==> config.mk <==
export PLATFORM = sky130hd
export DESIGN_NAME = sega_315_5011
export DESIGN_NICKNAME = d
export VERILOG_FILES = /design/src/rtl/sega_315_5011_pkg.sv /design/src/rtl/sega_315_5011_linecmp.sv /design/src/rtl/sega_315_5011.sv
export SDC_FILE = /design/constraint.sdc
export NUM_CORES = 1
export LEC_CHECK = 0
export BUFFER_PORTS_ARGS = -buffer_cell sky130_fd_sc_hd__buf_2
export CAP_MARGIN = 0
export CORE_MARGIN = 3
export CORE_UTILIZATION = 35
export CTS_BUF_LIST = sky130_fd_sc_hd__clkbuf_2
export DETAILED_ROUTE_END_ITERATION = 10
export HOLD_SLACK_MARGIN = 0.1
export PLACE_DENSITY_LB_ADDON = 0.25
export SYNTH_ARGS = -nofsm -noshare
export SYNTH_HDL_FRONTEND = slang
export SYNTH_SLANG_ARGS = --single-unit
==> constraint.sdc <==
create_clock -name i_MCLK -period 3.5 [get_ports i_MCLK]
set_input_delay 0.175 -clock i_MCLK [delete_from_list [all_inputs] [get_ports i_MCLK]]
set_output_delay 0.175 -clock i_MCLK [all_outputs]
set_load 0.005 [all_outputs]
==> src/rtl/sega_315_5011_pkg.sv <==
// Shared types and sprite attribute word field positions for the 315-5011 evaluator.
package sega_315_5011_pkg;

   // Attribute fetch sequencer states
   typedef enum logic [2:0] {
      StIdle = 3'd0,
      StGotY = 3'd1,
      StGotX = 3'd2,
      StGotD = 3'd3,
      StGotA = 3'd4
   } seq_state_e;

   // Word 0: vertical window
   localparam int unsigned TopLsb    = 0;
   localparam int unsigned TopMsb    = 7;
   localparam int unsigned BottomLsb = 8;
   localparam int unsigned BottomMsb = 15;

   // Word 1: horizontal position and flip
   localparam int unsigned HposLsb = 0;
   localparam int unsigned HposMsb = 8;
   localparam int unsigned FlipLsb = 15;
   localparam int unsigned FlipMsb = 15;

endpackage

==> src/rtl/sega_315_5011_linecmp.sv <==
// Combinational line-window compare: hit when top <= vpos < bottom (unsigned).
module sega_315_5011_linecmp
   import sega_315_5011_pkg::*;
(
   input  logic [15:0] i_RD,
   input  logic [7:0]  i_VPOS,
   output logic        o_HIT
);

   logic [7:0] w_top;
   logic [7:0] w_bottom;

   assign w_top    = i_RD[TopMsb:TopLsb];
   assign w_bottom = i_RD[BottomMsb:BottomLsb];

   // Empty or inverted windows fall out naturally: no vpos satisfies both bounds
   assign o_HIT = (w_top <= i_VPOS) && (i_VPOS < w_bottom);

endmodule

==> src/rtl/sega_315_5011.sv <==
// Sprite attribute evaluator: line compare, attribute latching and write-back address.
module sega_315_5011
   import sega_315_5011_pkg::*;
(
   input  logic        i_MCLK,
   input  logic        i_RST,
   input  logic        i_CLK5MNCEN,
   input  logic [7:0]  i_VPOS,
   input  logic [15:0] i_RD,
   input  logic        i_VCUL_n,
   input  logic        i_LOHP_n,
   input  logic        i_DELTAX_n,
   input  logic        i_ALULO_n,
   input  logic        i_ONTRF,
   input  logic        i_CWEN,
   output logic        o_VEN_n,
   output logic [15:0] o_WD,
   output logic        o_WDOE,
   output logic        o_OBJVALID,
   output logic [8:0]  o_HPOS,
   output logic        o_FLIP,
   output logic [15:0] o_ADDR,
   output logic        o_SEQERR
);

   seq_state_e  r_state;
   logic [8:0]  r_hpos;
   logic        r_flip;
   logic [15:0] r_pitch;
   logic [15:0] r_addr;
   logic [15:0] r_next;
   logic        r_objvalid;
   logic [8:0]  r_out_hpos;
   logic        r_out_flip;
   logic [15:0] r_out_addr;
   logic        r_seqerr;

   logic        w_hit;
   logic        w_vcul;
   logic        w_lohp;
   logic        w_deltax;
   logic        w_alulo;
   logic [2:0]  w_nstb;
   logic        w_proto_err;

   sega_315_5011_linecmp u_linecmp (
      .i_RD   (i_RD),
      .i_VPOS (i_VPOS),
      .o_HIT  (w_hit)
   );

   assign w_vcul   = ~i_VCUL_n;
   assign w_lohp   = ~i_LOHP_n;
   assign w_deltax = ~i_DELTAX_n;
   assign w_alulo  = ~i_ALULO_n;

   // Decode simultaneous strobes: any overlap, or a transfer alongside a strobe, is illegal
   always_comb begin
      w_nstb      = 3'(w_vcul) + 3'(w_lohp) + 3'(w_deltax) + 3'(w_alulo);
      w_proto_err = (w_nstb > 3'd1) || (i_ONTRF && (w_nstb != 3'd0));
   end

   // Sequencer FSM with attribute latches and registered drawing outputs
   always_ff @(posedge i_MCLK or posedge i_RST) begin
      if (i_RST) begin
         r_state    <= StIdle;
         r_hpos     <= '0;
         r_flip     <= 1'b0;
         r_pitch    <= '0;
         r_addr     <= '0;
         r_next     <= '0;
         r_objvalid <= 1'b0;
         r_out_hpos <= '0;
         r_out_flip <= 1'b0;
         r_out_addr <= '0;
         r_seqerr   <= 1'b0;
      end else if (i_CLK5MNCEN) begin
         r_objvalid <= 1'b0;
         if (w_proto_err) begin
            r_seqerr <= 1'b1;
            r_state  <= StIdle;
         end else if (w_vcul) begin
            // Step 0 restarts from any state and is never an error
            r_state <= w_hit ? StGotY : StIdle;
         end else if (w_lohp) begin
            if (r_state == StGotY) begin
               r_hpos  <= i_RD[HposMsb:HposLsb];
               r_flip  <= i_RD[FlipMsb];
               r_state <= StGotX;
            end else begin
               r_seqerr <= 1'b1;
               r_state  <= StIdle;
            end
         end else if (w_deltax) begin
            if (r_state == StGotX) begin
               r_pitch <= i_RD;
               r_state <= StGotD;
            end else begin
               r_seqerr <= 1'b1;
               r_state  <= StIdle;
            end
         end else if (w_alulo) begin
            if (r_state == StGotD) begin
               r_addr  <= i_RD;
               // 16-bit wrap of the sum equals a sign-extended pitch add with carry dropped
               r_next  <= i_RD + r_pitch;
               r_state <= StGotA;
            end else begin
               r_seqerr <= 1'b1;
               r_state  <= StIdle;
            end
         end else if (i_ONTRF) begin
            if (r_state == StGotA) begin
               r_out_hpos <= r_hpos;
               r_out_flip <= r_flip;
               r_out_addr <= r_addr;
               r_objvalid <= 1'b1;
               r_state    <= StIdle;
            end else begin
               r_seqerr <= 1'b1;
               r_state  <= StIdle;
            end
         end
      end
   end

   assign o_VEN_n    = ~(w_vcul & w_hit);
   assign o_WD       = r_next;
   assign o_WDOE     = i_ONTRF & i_CWEN & (r_state == StGotA);
   assign o_OBJVALID = r_objvalid;
   assign o_HPOS     = r_out_hpos;
   assign o_FLIP     = r_out_flip;
   assign o_ADDR     = r_out_addr;
   assign o_SEQERR   = r_seqerr;

endmodule
==> metrics.md <==
| Metric | Value |
|---|---|
| # nets final | 615 |
| Critical path startpoint category | input pin |
| Final setup fails | 0 |
| Pleak | 2.89 nW |
| Mapped cell area | 0.00461 mm^2 |
| Crit share post-route | 85.9% |
| Core box area | 0.0127 mm^2 |
| CTS tree | built |
| Post-synth top area share | 48.4% |
| CP max-delay cell | or3_4 |
| Area of the multi-input gates | 0.00221 mm^2 |
| DR pass1 iterations | 5 |
| Largest net degree at the start of global routing | 64 |
| Gr usage total | 15.6% |
| Synth unique cells | 54 |
| Fillers | 1266 |
| Total grt overflow | 0 |
| Pins Over Slew Limit | 0 |
| Cts bufs inserted | 9 |
| Crit-path leading delay family | simple AND/OR/NAND/NOR gates |
| Post-synth EDFFs | 0 |
| Internal reg-to-reg setup slack | 1.22 ns |
| Clock sinks | 89 |
| Sequential area share after synthesis | 48.4% |
| Post-synthesis xor/xnor area fraction | 2.28% |
| Antenna diodes | 0 |
| Synthesized Nets | 509 |
| Vias | 3490 |
| GP Congestion | 0.915 |
| Syn-to-layout area delta | 20.6% |
| Clk_skew | 0.0313 ns |
| Crit Path Max Fanout | 28 |
| Achievable frequency | 333 MHz |
| Critical path, cell by cell | dlygate4sd3_1 -> buf_2 -> fa_1 -> inv_1 -> ha_1 -> inv_1 -> ha_1 -> o31ai_4 -> nand2_2 -> or3_4 -> or3_1 -> o221ai_1 -> a211o_1 |
| Critical Path Sink Type | flip-flop |
| Worst slew pin tran | 1.05 ns |
| Synth area leader | dfrtp_1 |
| Max_cap viols | 0 |
| DRT Wirelength | 10.7 mm |
| Worst setup margin | 0.494 ns |
| Starting Density | 36.2% |
| Antenna Violating Nets Remaining | 0 |
| Routed len/inst | 14.8 um |
| Compound-Gate Fraction of Synth Area | 13.3% |
| Placed instance area | 0.00518 mm^2 |
| Peak supply drop | 0.186 mV |
| Initial drt markers | 169 |
| P per Cell Area | 317 mW/mm^2 |
| Clock-pin slew on the worst setup and hold paths | 0.22 ns |
| Hold Crit Class | in2reg |
| Post-layout util | 43.6% |
| Synth area leaders | dfrtp_1, ha_1, nand2_1 |
| Dpl cells | 680 |
| Fin. Hold Viols | 0 |
| CP arrival | 3.50 ns |
| Die X | 121 um |
| Die ar. | 0.0146 mm^2 |
| Global-route wire length before repair | 18.1 mm |
| Layout cells sized above 1 | 22.6% |
| Synth Area in Simple Gates | 12.5% |
| Clock Root Buffer | clkbuf_2 |
| Max incr delay on CP | 0.56 ns |
| Resize count post-CTS | 0 |
| Max clock buf depth | 2 |
| Mux cell area share after synthesis | 9.51% |
| Tmin final | 3.01 ns |
| # DRC | 0 |
| RSZ-0062 raised after global routing | no |
| WS Path Type | in2reg |
| Post-synthesis adder-cell area fraction | 10.4% |
| Max_slew headroom | 29.6% |
| Run status | complete, no violations |
| Top-Level Pins | 79 |
| Final Instance Area | 0.00555 mm^2 |
| Number of standard cells in the layout, taps in and fillers out | 721 |
| Async SR Flop Fraction | 100% |
| IO buf count | 78 |
| Mean Syn Cell Area | 10.5 um^2 |
| Data required time at the worst endpoint | 3.99 ns |
| Std-Cell Rows | 41 |
| FF-to-FF path depth | 9 |
| Setup TNS | 0 ns |
| CP Buf/Inv Count | 4 |
| Place WS | 0.464 ns |
| Via density | 4.84 |
| # H-tree levels | 3 |
| Sequential Area | 0.00223 mm^2 |
| Commonest register cell after synthesis | dfrtp_1 |
| YS warnings | 0 |
| Hold depth | 5 |
| Worst skew pair latency | 0.54 ns |
| Instance count of the mapped netlist | 439 |
| Chip height | 121 um |
| Vias in the first global route | 3640 |
| Largest family of logic cells by synthesized area | compound AO/OA/AOI/OAI gates |
| Critical path depth | 13 |
| Antenna violations before repair | 0 |
| Number of synthesized register bits | 89 |
| DP Wirelength | 8.11 mm |
synth_stat cells, drive strengths merged, types with 2 or more instances:
cell type,n
a211oi,5
a21o,4
a21oi,18
a31oi,2
and3,3
buf,9
clkbuf,6
dfrtp,89
fa,2
ha,35
inv,26
mux2,38
nand2,77
nand2b,4
nand3,5
nand4,8
nor2,8
nor3,2
nor3b,2
nor4b,2
o211ai,3
o21a,3
o21ai,49
o31ai,6
or3,2
xnor2,7
xor2,5
worst min-delay path: stages:
cell	delay (ns)
buf_2	0.13
nand2_1	0.07
o31ai_1	0.17
nand2_1	0.11
o41ai_1	0.07
placed cells by master (no fill, tap or decap), types with 3 or more instances in the layout:
cell type	instances
nand2b_1	4
a21oi_1	18
o211ai_1	3
xor2_1	5
o31ai_1	5
xnor2_1	7
inv_1	25
nand2_1	76
buf_4	6
and3_1	3
o21ai_0	26
o21ai_1	23
dfrtp_1	89
nor2_1	8
nand4_1	8
clkbuf_2	10
mux2_1	20
nand3_1	5
a21o_1	4
o21a_1	3
buf_2	78
mux2_2	18
a211oi_1	5
dlygate4sd3_1	26
ha_1	35
area by class of cell:
class,instances,area share (%)
inverter,26,1.78
tap,172,3.88
clock buffer,10,0.901
multi-input combinational,309,39.8
timing repair buffer,110,12.5
sequential,89,40.1
clock inverter,5,1.04
state kept, by name, summed over array words and instances (netlist names):
signal,cells
r_hpos,9
o_HPOS,9
o_FLIP,1
o_ADDR,16
r_state,3
o_SEQERR,1
r_addr,16
r_flip,1
o_WD,16
o_OBJVALID,1
r_pitch,16
path summary, 6_finish.rpt:
check / startpoint / to
hold reg to reg: r_hpos[4] / o_HPOS[4]
min in group asynchronous: i_RST / o_ADDR[15]
setup reg to reg: r_pitch[0] / o_WD[10]
max in group asynchronous: i_RST / o_HPOS[5]
setup / recovery: i_VCUL_n / o_WD[13]
hold / removal: i_ALULO_n / r_state[2]
where the power goes:
group	internal [mW]	switching, mW
Combinational	0.0860	0.122
Sequential	1.04	0.00853
Clock	0.162	0.335
through the flow:
stage | power [mW] | hold slack (ns)
floorplan | 1.19 | 0.280
global placement | 1.25 | 0.442
detailed placement | 1.26 | 0.441
CTS | 1.79 | 0.115
global route | 1.86 | 0.203
finish | 1.76 | 0.202
per-layer routing:
layer	global-route usage, %	vias to the layer above	part of all wire [%]
li1	-	1763	-
met1	21.6	1641	50
met2	24.3	84	45
met3	3.79	2	4.5
met4	4.60	0	0.44
met5	0	-	0
logic make-up (layout without fill, tap and decap cells):
family          after synthesis  count (layout)
fa+ha+maj                    37              37
compound gates              101             101
simple gates                120             120
mux                          39              39
xor+xnor                     12              12
flops                        89              89
buf+inv                      41             151
repair_timing:
| item | CTS | global route |
|---|---|---|
| setup buffers | 0 | 0 |
| hold buffers | 26 | 0 |
| hold endpoints to repair | 112 | 0 |
Power figures use the tool's default switching activity.
